File: config.mk
export PLATFORM = sky130hd
export DESIGN_NAME = multicycle_ctrl_fsm
export DESIGN_NICKNAME = d
export VERILOG_FILES = /design/src/rtl/multicycle_ctrl_fsm.sv
export SDC_FILE = /design/constraint.sdc
export NUM_CORES = 1
export LEC_CHECK = 0
export CORE_MARGIN = 2
export CORE_UTILIZATION = 37
export DETAILED_ROUTE_END_ITERATION = 6
export HOLD_SLACK_MARGIN = 0.1
export PLACE_DENSITY = 0.72
export SLEW_MARGIN = 20
export SYNTH_ARGS = -nofsm -noshare
export SYNTH_HDL_FRONTEND = slang
export SYNTH_SLANG_ARGS = --single-unit
File: constraint.sdc
create_clock -name clk -period 1.6 [get_ports clk]
set_clock_uncertainty 0.2 [all_clocks]
set_input_delay 0.4 -clock clk [delete_from_list [all_inputs] [get_ports clk]]
set_output_delay 0.4 -clock clk [all_outputs]
set_load 0.01 [all_outputs]
File: src/rtl/multicycle_ctrl_fsm.sv
// Main control FSM for the multicycle RV32I core: sequences each instruction
// over 3-5 cycles, driving the datapath mux selects and write enables.
module multicycle_ctrl_fsm #(
    parameter bit USE_READY = 1'b1
) (
    input  logic       clk,
    input  logic       reset,
    input  logic [6:0] op,
    input  logic       zero,
    input  logic       mem_ready,
    output logic       pc_write,
    output logic       adr_src,
    output logic       mem_write,
    output logic       ir_write,
    output logic [1:0] result_src,
    output logic [1:0] alu_src_a,
    output logic [1:0] alu_src_b,
    output logic [1:0] alu_op,
    output logic       reg_write,
    output logic       illegal_op
);

    localparam logic [6:0] OP_LW   = 7'b0000011;
    localparam logic [6:0] OP_SW   = 7'b0100011;
    localparam logic [6:0] OP_R    = 7'b0110011;
    localparam logic [6:0] OP_I    = 7'b0010011;
    localparam logic [6:0] OP_JAL  = 7'b1101111;
    localparam logic [6:0] OP_BEQ  = 7'b1100011;

    typedef enum logic [3:0] {
        FETCH    = 4'd0,
        DECODE   = 4'd1,
        MEMADR   = 4'd2,
        MEMREAD  = 4'd3,
        MEMWB    = 4'd4,
        MEMWRITE = 4'd5,
        EXECUTER = 4'd6,
        EXECUTEI = 4'd7,
        ALUWB    = 4'd8,
        JAL      = 4'd9,
        BEQ      = 4'd10
    } state_t;

    state_t state, state_next, out_state;
    logic   rdy, pc_update, branch;

    assign rdy = mem_ready | ~USE_READY;

    always_ff @(posedge clk) begin
        if (reset) state <= FETCH;
        else       state <= state_next;
    end

    always_comb begin
        state_next = FETCH;
        case (state)
            FETCH:    state_next = rdy ? DECODE : FETCH;
            DECODE: begin
                case (op)
                    OP_LW, OP_SW: state_next = MEMADR;
                    OP_R:         state_next = EXECUTER;
                    OP_I:         state_next = EXECUTEI;
                    OP_JAL:       state_next = JAL;
                    OP_BEQ:       state_next = BEQ;
                    default:      state_next = FETCH;
                endcase
            end
            MEMADR:   state_next = (op == OP_LW) ? MEMREAD : MEMWRITE;
            MEMREAD:  state_next = rdy ? MEMWB : MEMREAD;
            MEMWB:    state_next = FETCH;
            MEMWRITE: state_next = rdy ? FETCH : MEMWRITE;
            EXECUTER: state_next = ALUWB;
            EXECUTEI: state_next = ALUWB;
            ALUWB:    state_next = FETCH;
            JAL:      state_next = ALUWB;
            BEQ:      state_next = FETCH;
            default:  state_next = FETCH;
        endcase
    end

    // While in reset the selects present FETCH values regardless of state.
    always_comb begin
        out_state  = reset ? FETCH : state;
        adr_src    = 1'b0;
        mem_write  = 1'b0;
        ir_write   = 1'b0;
        result_src = 2'b00;
        alu_src_a  = 2'b00;
        alu_src_b  = 2'b00;
        alu_op     = 2'b00;
        reg_write  = 1'b0;
        illegal_op = 1'b0;
        pc_update  = 1'b0;
        branch     = 1'b0;
        case (out_state)
            FETCH: begin
                ir_write   = rdy;
                alu_src_b  = 2'b10;
                result_src = 2'b10;
                pc_update  = 1'b1;
            end
            DECODE: begin
                alu_src_a = 2'b01;
                alu_src_b = 2'b01;
                case (op)
                    OP_LW, OP_SW, OP_R, OP_I, OP_JAL, OP_BEQ: illegal_op = 1'b0;
                    default:                                  illegal_op = 1'b1;
                endcase
            end
            MEMADR: begin
                alu_src_a = 2'b10;
                alu_src_b = 2'b01;
            end
            MEMREAD:  adr_src = 1'b1;
            MEMWB: begin
                result_src = 2'b01;
                reg_write  = 1'b1;
            end
            MEMWRITE: begin
                adr_src   = 1'b1;
                mem_write = 1'b1;
            end
            EXECUTER: begin
                alu_src_a = 2'b10;
                alu_op    = 2'b10;
            end
            EXECUTEI: begin
                alu_src_a = 2'b10;
                alu_src_b = 2'b01;
                alu_op    = 2'b10;
            end
            ALUWB:    reg_write = 1'b1;
            JAL: begin
                alu_src_a = 2'b01;
                alu_src_b = 2'b10;
                pc_update = 1'b1;
            end
            BEQ: begin
                alu_src_a = 2'b10;
                alu_op    = 2'b01;
                branch    = 1'b1;
            end
            default: ;
        endcase
        // JAL is the only pc_update state not in a memory wait, so rdy is
        // bypassed there.
        pc_write = (pc_update & (rdy | (out_state == JAL))) | (branch & zero);
        if (reset) begin
            pc_write  = 1'b0;
            ir_write  = 1'b0;
            mem_write = 1'b0;
            reg_write = 1'b0;
        end
    end

endmodule

# Yosys cells after proc, flatten, opt, wreduce, memory -nomap -nowiden
# Index checks and enable logic that the tools add are counted.
[totals]
reg_bits = 4
latchBits = 0
ram_bits = 0
rom_bits = 0
inputBits = 11
output_inout_bits = 14
word_cells = 63
n_memories = 0
[op_classes]
n_addsub = 0
n_mul = 0
div = 0
order_cmp = 0
n_eq_ne = 23
n_shift = 0
muxes = 23
n_bitwise = 4
reduce_logical = 12
[op_table]
columns = ["operator", "n"]
rows = [
  ["$eq 4x3->1 const B", 7],
  ["$pmux 4 s6", 1],
  ["$pmux 4 s5", 1],
  ["$eq 4x2->1 const B", 4],
  ["$eq 4x4->1 const B", 4],
  ["$pmux 2 s2", 4],
  ["$eq 7x6->1 const B", 2],
  ["$eq 7x7->1 const B", 2],
  ["$mux 1", 13],
  ["$reduce_or 2->1", 6],
  ["$mux 3", 3],
  ["$eq 4x1->1 const B", 2],
  ["$logic_not 4->1", 2],
  ["$eq 7x2->1 const B", 1],
  ["$eq 7x5->1 const B", 1],
  ["$reduce_or 3->1", 2],
  ["$reduce_or 6->1", 1],
  ["$mux 4", 1],
  ["$reduce_or 4->1", 1],
  ["$and 1x1->1", 2],
  ["$or 1x1->1", 2],
]

# Logic depth before layout (Yosys ltp)
[logic_depth]
word_depth = 7
ltp_mapped = 5

# Worst setup path after synthesis
# OpenSTA, ideal clock, no wires.
[synth_path]
path_kind = "reg-to-output"
startpoint = "reg state[2]"
endpoint = "out alu_src_b[1]"
arrival_time_ps = 1164
setup_slack_ps = -164
stages_incl_launch_ff = 4
n_path_buf = 2
cell_sequence = "dfxtp_1 -> buf_2 -> buf_2 -> o41ai_1"
[synth_between]
elab_chain_cells = 4
[synth_rtl]
columns = ["element", "line_no", "source"]
rows = [
  ["from (decl)", "44", "state_t state, state_next, out_state;"],
  ["from (signal assigned)", "51", "else state <= state_next;"],
  ["$mux 4 *", "83", "out_state = reset ? FETCH : state;"],
  ["$eq 4x1->1 (tied with other cells)", "95", "case (out_state)"],
  ["$reduce_or 3->1 (no source line) / $reduce_or 2->1 (equally long branches)", "n/a", ""],
  ["$pmux 2 s2 *", "95", ""],
  ["to (decl)", "17", "output logic [1:0] alu_src_b,"],
]
# Mark *: on every way between the ends. The rest lies on a longest branch, timed or not.

# Worst setup path in the final report
[layout_path]
startpoint = "reg state[3]"
endpoint = "out pc_write"
[layout_between]
elab_chain_cells = 7
[layout_rtl]
columns = ["element", "line_no", "source"]
rows = [
  ["$mux 4 *", "83", ""],
  ["$eq 4x4->1 / $logic_not 4->1 (equally long branches)", "95, 147", ""],
  ["$reduce_or 2->1 (no source line)", "n/a", ""],
  ["$mux 1", "95", ""],
  ["$and 1x1->1", "147", "pc_write = (pc_update & (rdy | (out_state == JAL))) | (branch & zero);"],
  ["$or 1x1->1 *", "147", ""],
  ["$mux 1 *", "148", "if (reset) begin"],
  ["to (decl)", "11", "output logic pc_write,"],
]
# Marks and branches as above.

==> reports/qor.yml <==
timing:
  hold_violations: 0
  relSlewSlack_pct: 69.4
  drv_slew: 0
  worstMarginPinSlew_ns: 0.458
  setup_ws_ns: -0.514
  rsz0062_at_grt: "true"
  finalCriticalPeriod_ns: 2.11
  fmax_ghz: 0.473
  setup_viol: 18
  setup_tns_ns: -5.25
  fin_crit_sh_pct: 132
logic_synthesis:
  syn_inst: 85
  ys_seq_area_share_pct: 13.6
  yosys-top-cells-area: "dfxtp_1, nor2_1, a21oi_1, nand2_1, buf_2"
  synthTopCellsByCount: "nor2_1, a21oi_1, nand2_1"
  synth_cell_types: 43
  synth_top_area_share_pct: 13.6
  synthesis.area_um2: 589
  ys.flop_type: "dfxtp_1"
  ys_async_sr_fraction_pct: 0
  yosysWarnings: 0
  synth_seq_cells: 4
  yosysTopAreaCell: "dfxtp_1"
  synth.most_common_cell: "nor2_1"
  avgSynthCellArea_um2: 6.93
  synth_nets: 96
  synth_edf_count: 0
floorplan:
  core_um2: 1510
  dieArea_um2: 1930
  start_util_pct: 39.1
  die-height_um: 43.9
  io_pins: 25
  die_w_um: 43.9
  rows: 14
place:
  dpl.hpwl_um: 1610
  port_buffers: 24
  gp_congestion: 0.844
final_layout:
  utilization_pct: 92.9
  largest_register: "state"
  drive_gt1_share_pct: 68.6
  n_antenna_cell: 0
  area_growth_syn_to_layout_pct: 137
  largest_register_ffs: 4
  final_nets: 166
  reg.largest.list: "state (4)"
route:
  drt_pass1_iterations: 4
  vias_per_cell: 6.37
  avgRoutedWirePerCell_um: 23.2
  wirelength_um: 3920
  drt_iter0_drc: 38
  vias: 1076
  drc: 0
  ant_nets: 0
clocking:
  cts_buffer_depth: 2
  cts_root_buffer: "clkbuf_4"
  cts_tree: "yes"
  holdBufCountCts: 0
  insertion_delay_ns: 0.25
  path_clk_slew_ns: 0.04
  cts.sinks: 4
  htreeDepth: 1
  cts_buffers: 3
hold_path:
  hold_path_class: "in -> reg"
critical_path:
  critPathLaunchType: "flop"
  cp_max_fo: 3
  path_class: "reg -> out"
  arrival_ns: 1.51
  endpoint_kind: "output port"
  critPathRequiredTime_ns: 1.00
pwr:
  power_leakage_nw: 0.649
  power_density_nw_per_um2: 306
  ir_drop_v: 0.000290
outcome:
  status: "finished, violations left"
  violations: "negative setup slack"
global_route:
  grt_overflow: 0
  grt_pass1_vias: 918
  grt_max_degree: 10
  antenna_found_initial: 0
  track_usage_pct: 28.1
  grt_pass1_wl_um: 3870
run:
  maxCapViolCount: 0
==> cell type report <==
class	instances	area, um^2
clock buffers	3	22.5
fillers	60	108
inverters	3	16.3
multi-input cells	71	618
flip-flops and latches	4	95.1
well taps	16	20.0
repair buffers	72	627
==> repair_timing <==
action                                  4_1_cts  5_1_grt
gates resized for setup                     108       37
cloned                                        0        0
setup buffers                                 5        9
endpoints found under the hold margin         0        0
endpoints found under the setup margin       18       18
pin swaps                                    11       19
==> report_power, final <==
part | switching (mW) | leakage (nW) | internal, mW
combinational | 0.0949 | 0.599 | 0.0965
sequential | 0.00289 | 0.0355 | 0.0965
clock | 0.0530 | 0.0138 | 0.0847
total | 0.151 | 0.649 | 0.278
==> path summary, 6_finish.rpt <==
kind	cells after the start	slack, ns	to	from
setup / recovery	5	-0.51	pc_write	state[3]
hold / removal	6	0.53	state[1]	op[2]
setup reg to reg	6	-0.25	state[1]	state[1]
hold reg to reg	4	0.69	state[0]	state[3]
==> metrics by stage <==
| step | instance area [um^2] | hold slack (ns) | cells | power [mW] | worst slack [ns] |
|---|---|---|---|---|---|
| floorplan | 621 | 0.394 | 85 | 0.164 | -0.0991 |
| global placement | 1080 | 0.550 | 152 | 0.254 | -1.05 |
| detailed placement | 1080 | 0.559 | 152 | 0.256 | -1.06 |
| CTS | 1190 | 0.475 | 160 | 0.392 | -0.443 |
| global route | 1400 | 0.558 | 169 | 0.442 | -0.524 |
| finish | 1400 | 0.527 | 169 | 0.428 | -0.514 |
==> critical path: stages, from the launching register on <==
cell and delay (ns):
dfxtp_4 0.35, or3b_1 0.37, a21oi_1 0.16, a31oi_1 0.08, nor3_2 0.14, buf_2 0.16
==> layer usage <==
layer | share of wire, % | up-vias | global-route usage, %
li1 | - | 450 | -
met3 | 8.0 | 35 | 5.83
met5 | 0 | - | 0
met4 | 7.2 | 0 | 27.3
met2 | 50 | 94 | 50.9
met1 | 34 | 497 | 24.8
==> cell usage in the layout, fill, tap and decap left out, drive strengths merged, types with 4 or more instances in the layout <==
cell type / count
buf: 65
nor2: 14
nand2: 7
a21oi: 7
nor3: 5
dfxtp: 4
clkdlybuf4s15: 4
==> logic make-up (layout without fill, tap and decap cells) <==
| family | count (synthesis) | after routing | share of synthesized area (%) |
|---|---|---|---|
| xor gates and xnor gates | 2 | 2 | 2.97 |
| buffers and inverters | 10 | 78 | 8.70 |
| DFF | 4 | 4 | 13.6 |
| and+or+nand+nor | 49 | 49 | 52.2 |
| AOI/OAI and AO/OA | 20 | 20 | 22.5 |
No activity file was read; power rests on OpenSTA's default activity.
